`src/rtl/mem_wb_writeback.sv`:
```
// MEM/WB pipeline register and register-file write-port owner.
// Extracts load data from the memory read word, and merges late
// multicycle (mul/div) results through a small FIFO onto the single
// write port. Publishes a mask of registers whose late result is queued.
module mem_wb_writeback #(
  parameter int DATA_W     = 32,
  parameter int ADDR_W     = 5,
  parameter int LATE_DEPTH = 2
) (
  input  logic                   clk,
  input  logic                   rst,
  input  logic                   stall,
  input  logic                   flush,
  input  logic                   mem_we,
  input  logic [ADDR_W-1:0]      mem_waddr,
  input  logic [DATA_W-1:0]      mem_wdata,
  input  logic                   mem_is_load,
  input  logic [2:0]             mem_load_type,
  input  logic [1:0]             mem_addr_lo,
  input  logic [DATA_W-1:0]      mem_rdata,
  input  logic                   late_valid,
  output logic                   late_ready,
  input  logic [ADDR_W-1:0]      late_waddr,
  input  logic [DATA_W-1:0]      late_wdata,
  output logic                   wb_we,
  output logic [ADDR_W-1:0]      wb_addr,
  output logic [DATA_W-1:0]      wb_data,
  output logic [(1<<ADDR_W)-1:0] pend_mask
);

  localparam int PTR_W = (LATE_DEPTH > 1) ? $clog2(LATE_DEPTH) : 1;
  localparam int CNT_W = $clog2(LATE_DEPTH + 1);
  localparam logic [PTR_W-1:0] LAST_PTR = PTR_W'(LATE_DEPTH - 1);
  localparam logic [CNT_W-1:0] FULL_CNT = CNT_W'(LATE_DEPTH);

  // Little-endian load extraction; unknown encodings fall back to a full word.
  function automatic logic [DATA_W-1:0] load_extract(
    input logic [DATA_W-1:0] rdata,
    input logic [2:0]        ltype,
    input logic [1:0]        lo
  );
    logic signed [7:0]  b;
    logic signed [15:0] h;
    b = rdata[8*lo +: 8];
    h = rdata[16*lo[1] +: 16];
    case (ltype)
      3'b000:  load_extract = DATA_W'(b);
      3'b100:  load_extract = DATA_W'($unsigned(b));
      3'b001:  load_extract = DATA_W'(h);
      3'b101:  load_extract = DATA_W'($unsigned(h));
      default: load_extract = rdata;
    endcase
  endfunction

  function automatic logic [PTR_W-1:0] ptr_inc(input logic [PTR_W-1:0] p);
    ptr_inc = (p == LAST_PTR) ? '0 : p + 1'b1;
  endfunction

  logic              r_we_p1;
  logic [ADDR_W-1:0] r_addr_p1;
  logic [DATA_W-1:0] r_data_p1;

  logic [ADDR_W-1:0] r_q_addr [LATE_DEPTH];
  logic [DATA_W-1:0] r_q_data [LATE_DEPTH];
  logic [LATE_DEPTH-1:0] r_q_vld;
  logic [PTR_W-1:0]  r_wr_ptr;
  logic [PTR_W-1:0]  r_rd_ptr;
  logic [CNT_W-1:0]  r_cnt;

  logic w_full;
  logic w_empty;
  logic w_accept;
  logic w_push;
  logic w_pop;
  logic [DATA_W-1:0] w_mem_data;
  logic [(1<<ADDR_W)-1:0] w_pend;

  assign w_full     = (r_cnt == FULL_CNT);
  assign w_empty    = (r_cnt == '0);
  assign w_accept   = late_valid && !w_full;
  // Offers to x0 are acknowledged but never stored.
  assign w_push     = w_accept && (late_waddr != '0);
  // The pipe write owns the port whenever it is active, even while stalled.
  assign w_pop      = !r_we_p1 && !w_empty;
  assign w_mem_data = mem_is_load ? load_extract(mem_rdata, mem_load_type, mem_addr_lo)
                                  : mem_wdata;

  // MEM -> WB boundary: pipe register with rst > flush > stall > capture.
  always_ff @(posedge clk) begin
    if (rst) begin
      r_we_p1   <= 1'b0;
      r_addr_p1 <= '0;
      r_data_p1 <= '0;
    end else if (flush) begin
      r_we_p1   <= 1'b0;
      r_addr_p1 <= '0;
      r_data_p1 <= '0;
    end else if (!stall) begin
      r_we_p1   <= mem_we && (mem_waddr != '0);
      r_addr_p1 <= mem_waddr;
      r_data_p1 <= w_mem_data;
    end
  end

  // Late-queue control: pointers, occupancy and per-slot valid bits.
  always_ff @(posedge clk) begin
    if (rst) begin
      r_wr_ptr <= '0;
      r_rd_ptr <= '0;
      r_cnt    <= '0;
      r_q_vld  <= '0;
    end else begin
      if (w_push) r_wr_ptr <= ptr_inc(r_wr_ptr);
      if (w_pop)  r_rd_ptr <= ptr_inc(r_rd_ptr);
      if (w_push && !w_pop)      r_cnt <= r_cnt + 1'b1;
      else if (w_pop && !w_push) r_cnt <= r_cnt - 1'b1;
      // Pop and push never hit the same slot: a push needs the queue not full,
      // so a popped head slot is distinct from the tail slot being written.
      if (w_pop)  r_q_vld[r_rd_ptr] <= 1'b0;
      if (w_push) r_q_vld[r_wr_ptr] <= 1'b1;
    end
  end

  // Late-queue payload storage; validity is tracked separately.
  always_ff @(posedge clk) begin
    if (w_push) begin
      r_q_addr[r_wr_ptr] <= late_waddr;
      r_q_data[r_wr_ptr] <= late_wdata;
    end
  end

  // Pending mask: OR of one-hot decodes of every valid queued destination.
  always_comb begin
    w_pend = '0;
    for (int i = 0; i < LATE_DEPTH; i++) begin
      if (r_q_vld[i]) w_pend[r_q_addr[i]] = 1'b1;
    end
  end

  // Write-port mux: pipe write first, then queue head, else idle zeros.
  always_comb begin
    wb_we   = 1'b0;
    wb_addr = '0;
    wb_data = '0;
    if (r_we_p1) begin
      wb_we   = 1'b1;
      wb_addr = r_addr_p1;
      wb_data = r_data_p1;
    end else if (!w_empty) begin
      wb_we   = 1'b1;
      wb_addr = r_q_addr[r_rd_ptr];
      wb_data = r_q_data[r_rd_ptr];
    end
  end

  assign late_ready = !w_full;
  assign pend_mask  = w_pend;

endmodule

```
`config.mk`:
```
export PLATFORM = sky130hd
export DESIGN_NAME = mem_wb_writeback
export DESIGN_NICKNAME = d
export VERILOG_FILES = /design/src/rtl/mem_wb_writeback.sv
export SDC_FILE = /design/constraint.sdc
export NUM_CORES = 1
export LEC_CHECK = 0
export CAP_MARGIN = 20
export CORE_ASPECT_RATIO = 0.75
export CORE_MARGIN = 1.5
export CORE_UTILIZATION = 30
export CTS_CLUSTER_SIZE = 40
export DETAILED_ROUTE_END_ITERATION = 8
export PLACE_DENSITY = 0.58
export RECOVER_POWER = 25
export SETUP_SLACK_MARGIN = 0.3
export SKIP_CTS_REPAIR_TIMING = 1
export SLEW_MARGIN = 30
export SYNTH_ARGS = -nofsm -noshare
export SYNTH_HDL_FRONTEND = slang
export SYNTH_SLANG_ARGS = --single-unit
export TNS_END_PERCENT = 5
```
`constraint.sdc`:
```
create_clock -name clk -period 2.23 [get_ports clk]
set_input_delay 0.446 -clock clk [delete_from_list [all_inputs] [get_ports clk]]
set_output_delay 0.446 -clock clk [all_outputs]
set_load 0.1 [all_outputs]
```
==> run_results.csv <==
group,metric,value,unit
outcome,outcome,"complete, but fails checks",
outcome,failed_checks,"setup timing",
worst_setup_path,endpoint_kind,"output port",
min_path,hp-start,"r_wr_ptr",
timing,number_of_pins_with_negative_max_slew_slack_in_the_final_report,0,
power,netSwitchingPower,4.73,mW
floorplan,die_y,123,um
clock_tree,cts_htree_levels,4,
final_layout,synthToLayoutAreaGrowth,79.0,%
global_routing,antenna_violations_before_repair,0,
timing,layout_setup_ws,-0.123,ns
synth,syn_avg_cell_area,10.4,um^2
power,power.static_leakage,3.59,nW
routing,detail_route.drc_violations,0,
placement,post-dp-hpwl,16400,um
power,internal_power,6.34,mW
clock_tree,clkSinkCount,119,
synth,synth_cell_type_count,50,
power,totalPowerFinal,11.1,mW
placement,pre_cts_ws,-0.420,ns
timing,slew_headroom,75.4,%
synth,synth.net_count,677,
worst_setup_path,path_class,"flop to output port",
worst_setup_path,start_kind,"flop",
routing,finalWirelength,21300,um
floorplan,die_w,163,um
synth,synthTopCellsByArea,"edfxtp_1, dfxtp_1, mux2i_1",
synth,synth_largest_area_cell,"edfxtp_1",
placement,routabilityCongestion,0.911,
min_path,hold-path-cell-count,2,
timing,max_clock_freq,425,MHz
synth,synth.cell_area,0.00578,mm^2
clock_tree,cts_tree,"built",
synth,dominantRegCellSynth,"edfxtp_1",
routing,via_count,5493,
synth,postSynthRegisterBits,119,
run,drv_cap,0,
clock_tree,clk_pin_slew_worst_paths,0.06,ns
worst_setup_path,critPathMaxFanout,7,
min_path,hold_path_end,"r_wr_ptr",
power,share_seq_of_total_power,25.1,%
final_layout,ratio_of_cells_with_drive_above_1_in_the_final_layout,33.5,%
placement,buffer_ports.inserted,188,
final_layout,fin_nets,900,
synth,synthArstFlopShare,0,%
global_routing,via_count_of_the_first_global_routing_pass,5375,
floorplan,pin_count,189,
routing,final_antenna_net_count,0,
synth,synth_enable_flop_cells,74,
power,power_per_cell_area,1070,mW/mm^2
synth,synth_top_area_share,38.4,%
worst_setup_path,critPathArrivalTime,1.91,ns
clock_tree,maximum_buffer_depth_of_the_clock_tree,2,
synth,top_count_cell_post_synth,"nand2_1",
timing,hold_slack,0.504,ns
min_path,timing.hold.worst.class,"flop to flop",
timing,worst-slew-pin-transition,0.360,ns
clock_tree,worst_skew_pair.late_latency,0.41,ns
global_routing,global_route_overflow,0,
worst_setup_path,reg2reg_to,"r_cnt[1]",
clock_tree,cts_root_cell,"clkbuf_16",
timing,hold_viol_final,0,
floorplan,die-area,0.0201,mm^2
routing,avg_wl_per_cell,20.5,um
worst_setup_path,worstRegToRegCells,7,
global_routing,grt_max_degree,38,
synth,synth_sequential_area_ratio,54.0,%
global_routing,wire_length_of_the_first_global_routing_pass,31800,um
timing,finalSetupViolations,32,
worst_setup_path,regToRegStartpoint,"r_cnt[0]",
timing,fin_crit_sh,106,%
synth,netlist_instances,558,
clock_tree,cts_buf_count,17,
worst_setup_path,crit_required,1.78,ns
synth,ys.warnings.count,0,
routing,vias_per_cell,5.28,
floorplan,core_area,0.0187,mm^2
floorplan,fp-row-count,43,
global_routing,grtUsageTotal,21.3,%
power,power.share.combinational,49.8,%
timing,tns,-2.18,ns
synth,ys_top_cells_by_count,"nand2_1, edfxtp_1, mux2i_1, o21ai_0, dfxtp_1",
routing,drt-pass1-iter-count,8,
worst_setup_path,r2r_setup_slack,0.46,ns
power,vdd_ir_drop_max,0.000849,V
timing,rsz0062_at_grt,"true",
power,switching_share,42.7,%
timing,finClkSkew,0.00871,ns
power,power.share.clock,25.2,%
floorplan,initial_cell_density_of_the_core,31.0,%
routing,number_of_drc_markers_after_the_initial_detailed_route_iteration,485,
final_layout,diodes,0,
timing,timing.final.crit_period,2.35,ns
==> layer usage <==
layer  vias to the layer above  part of all wire (%)  global-route usage [%]
met1                      2687                    47                    31.9
met4                         0                   1.1                    6.54
met3                        21                   7.6                    3.79
met5                         -                     0                       0
met2                       215                    44                    31.1
li1                       2570                     -                       -
==> registers in the layout, indices dropped and copies added, names as in the netlist, named ones only <==
register and cells:
r_data_p1 32, r_addr_p1 5, r_we_p1 1, r_rd_ptr 1, r_q_addr 10, r_q_vld 2, r_cnt 2, r_q_data 64
r_wr_ptr 1
==> cells in the final DEF (no fill, tap or decap), drive strengths merged, types with 8 or more instances in the layout <==
master / instances
buf: 125
clkdlybuf4s50: 88
nand2: 77
edfxtp: 74
mux2i: 51
o21ai: 51
dfxtp: 45
a21oi: 41
o22ai: 35
dlygate4sd3: 25
nor2: 21
clkbuf: 21
o221ai: 20
inv: 16
nand3b: 10
a21boi: 8
==> worst max path at each step <==
stage	startpoint	endpoint	cells after the start
floorplan	late_waddr[0]	r_q_addr[0][0]	5
global placement	late_waddr[0]	r_cnt[1]	8
detailed placement	late_waddr[0]	r_cnt[1]	8
CTS	r_q_addr[0][1]	pend_mask[28]	3
global route	r_q_addr[0][4]	pend_mask[14]	4
finish	r_q_addr[0][4]	pend_mask[14]	4
==> power groups by stage <==
stage                     clock network [mW]  logic (mW)  registers (mW)
after global placement                     0        5.26            2.78
after floorplan                            0        3.32            2.73
final                                   2.79        5.51            2.77
after CTS                               2.83        5.31            2.74
after detailed placement                   0        5.29            2.79
after global routing                    2.93        5.70            2.79
==> metrics by stage <==
step / std cells / area [um^2] / util (%)
CTS: 1033 / 10100 / 53.9
global route: 1041 / 10300 / 55.4
detailed placement: 1001 / 9450 / 50.6
global placement: 1001 / 9450 / 50.6
finish: 1041 / 10300 / 55.4
floorplan: 558 / 6290 / -
==> worst max-delay path: stages, from the launching register on <==
cell      delay [ns]
edfxtp_1        0.53
buf_6           0.18
nand3b_1        0.28
o22ai_2         0.28
buf_12          0.21
==> cell families (layout without fill, tap and decap cells) <==
logic type	after synthesis	after routing	share of synthesized area, %
muxes	54	54	9.61
AOI/OAI and AO/OA	184	184	20.0
DFF	119	119	54.0
and+or+nand+nor	146	146	12.0
adders and majority gates	1	1	0.216
buffers and inverters	51	287	3.72
xor gates and xnor gates	3	3	0.455
==> cell type report <==
cell class | instances | area (um^2)
clock buffers | 17 | 425
clock inverters | 15 | 180
fillers | 1549 | 8320
inverters | 9 | 41.3
multi-input cells | 388 | 3160
flip-flops and latches | 119 | 3130
well taps | 247 | 309
repair buffers | 246 | 3100
(Power assumes the default switching activity.)
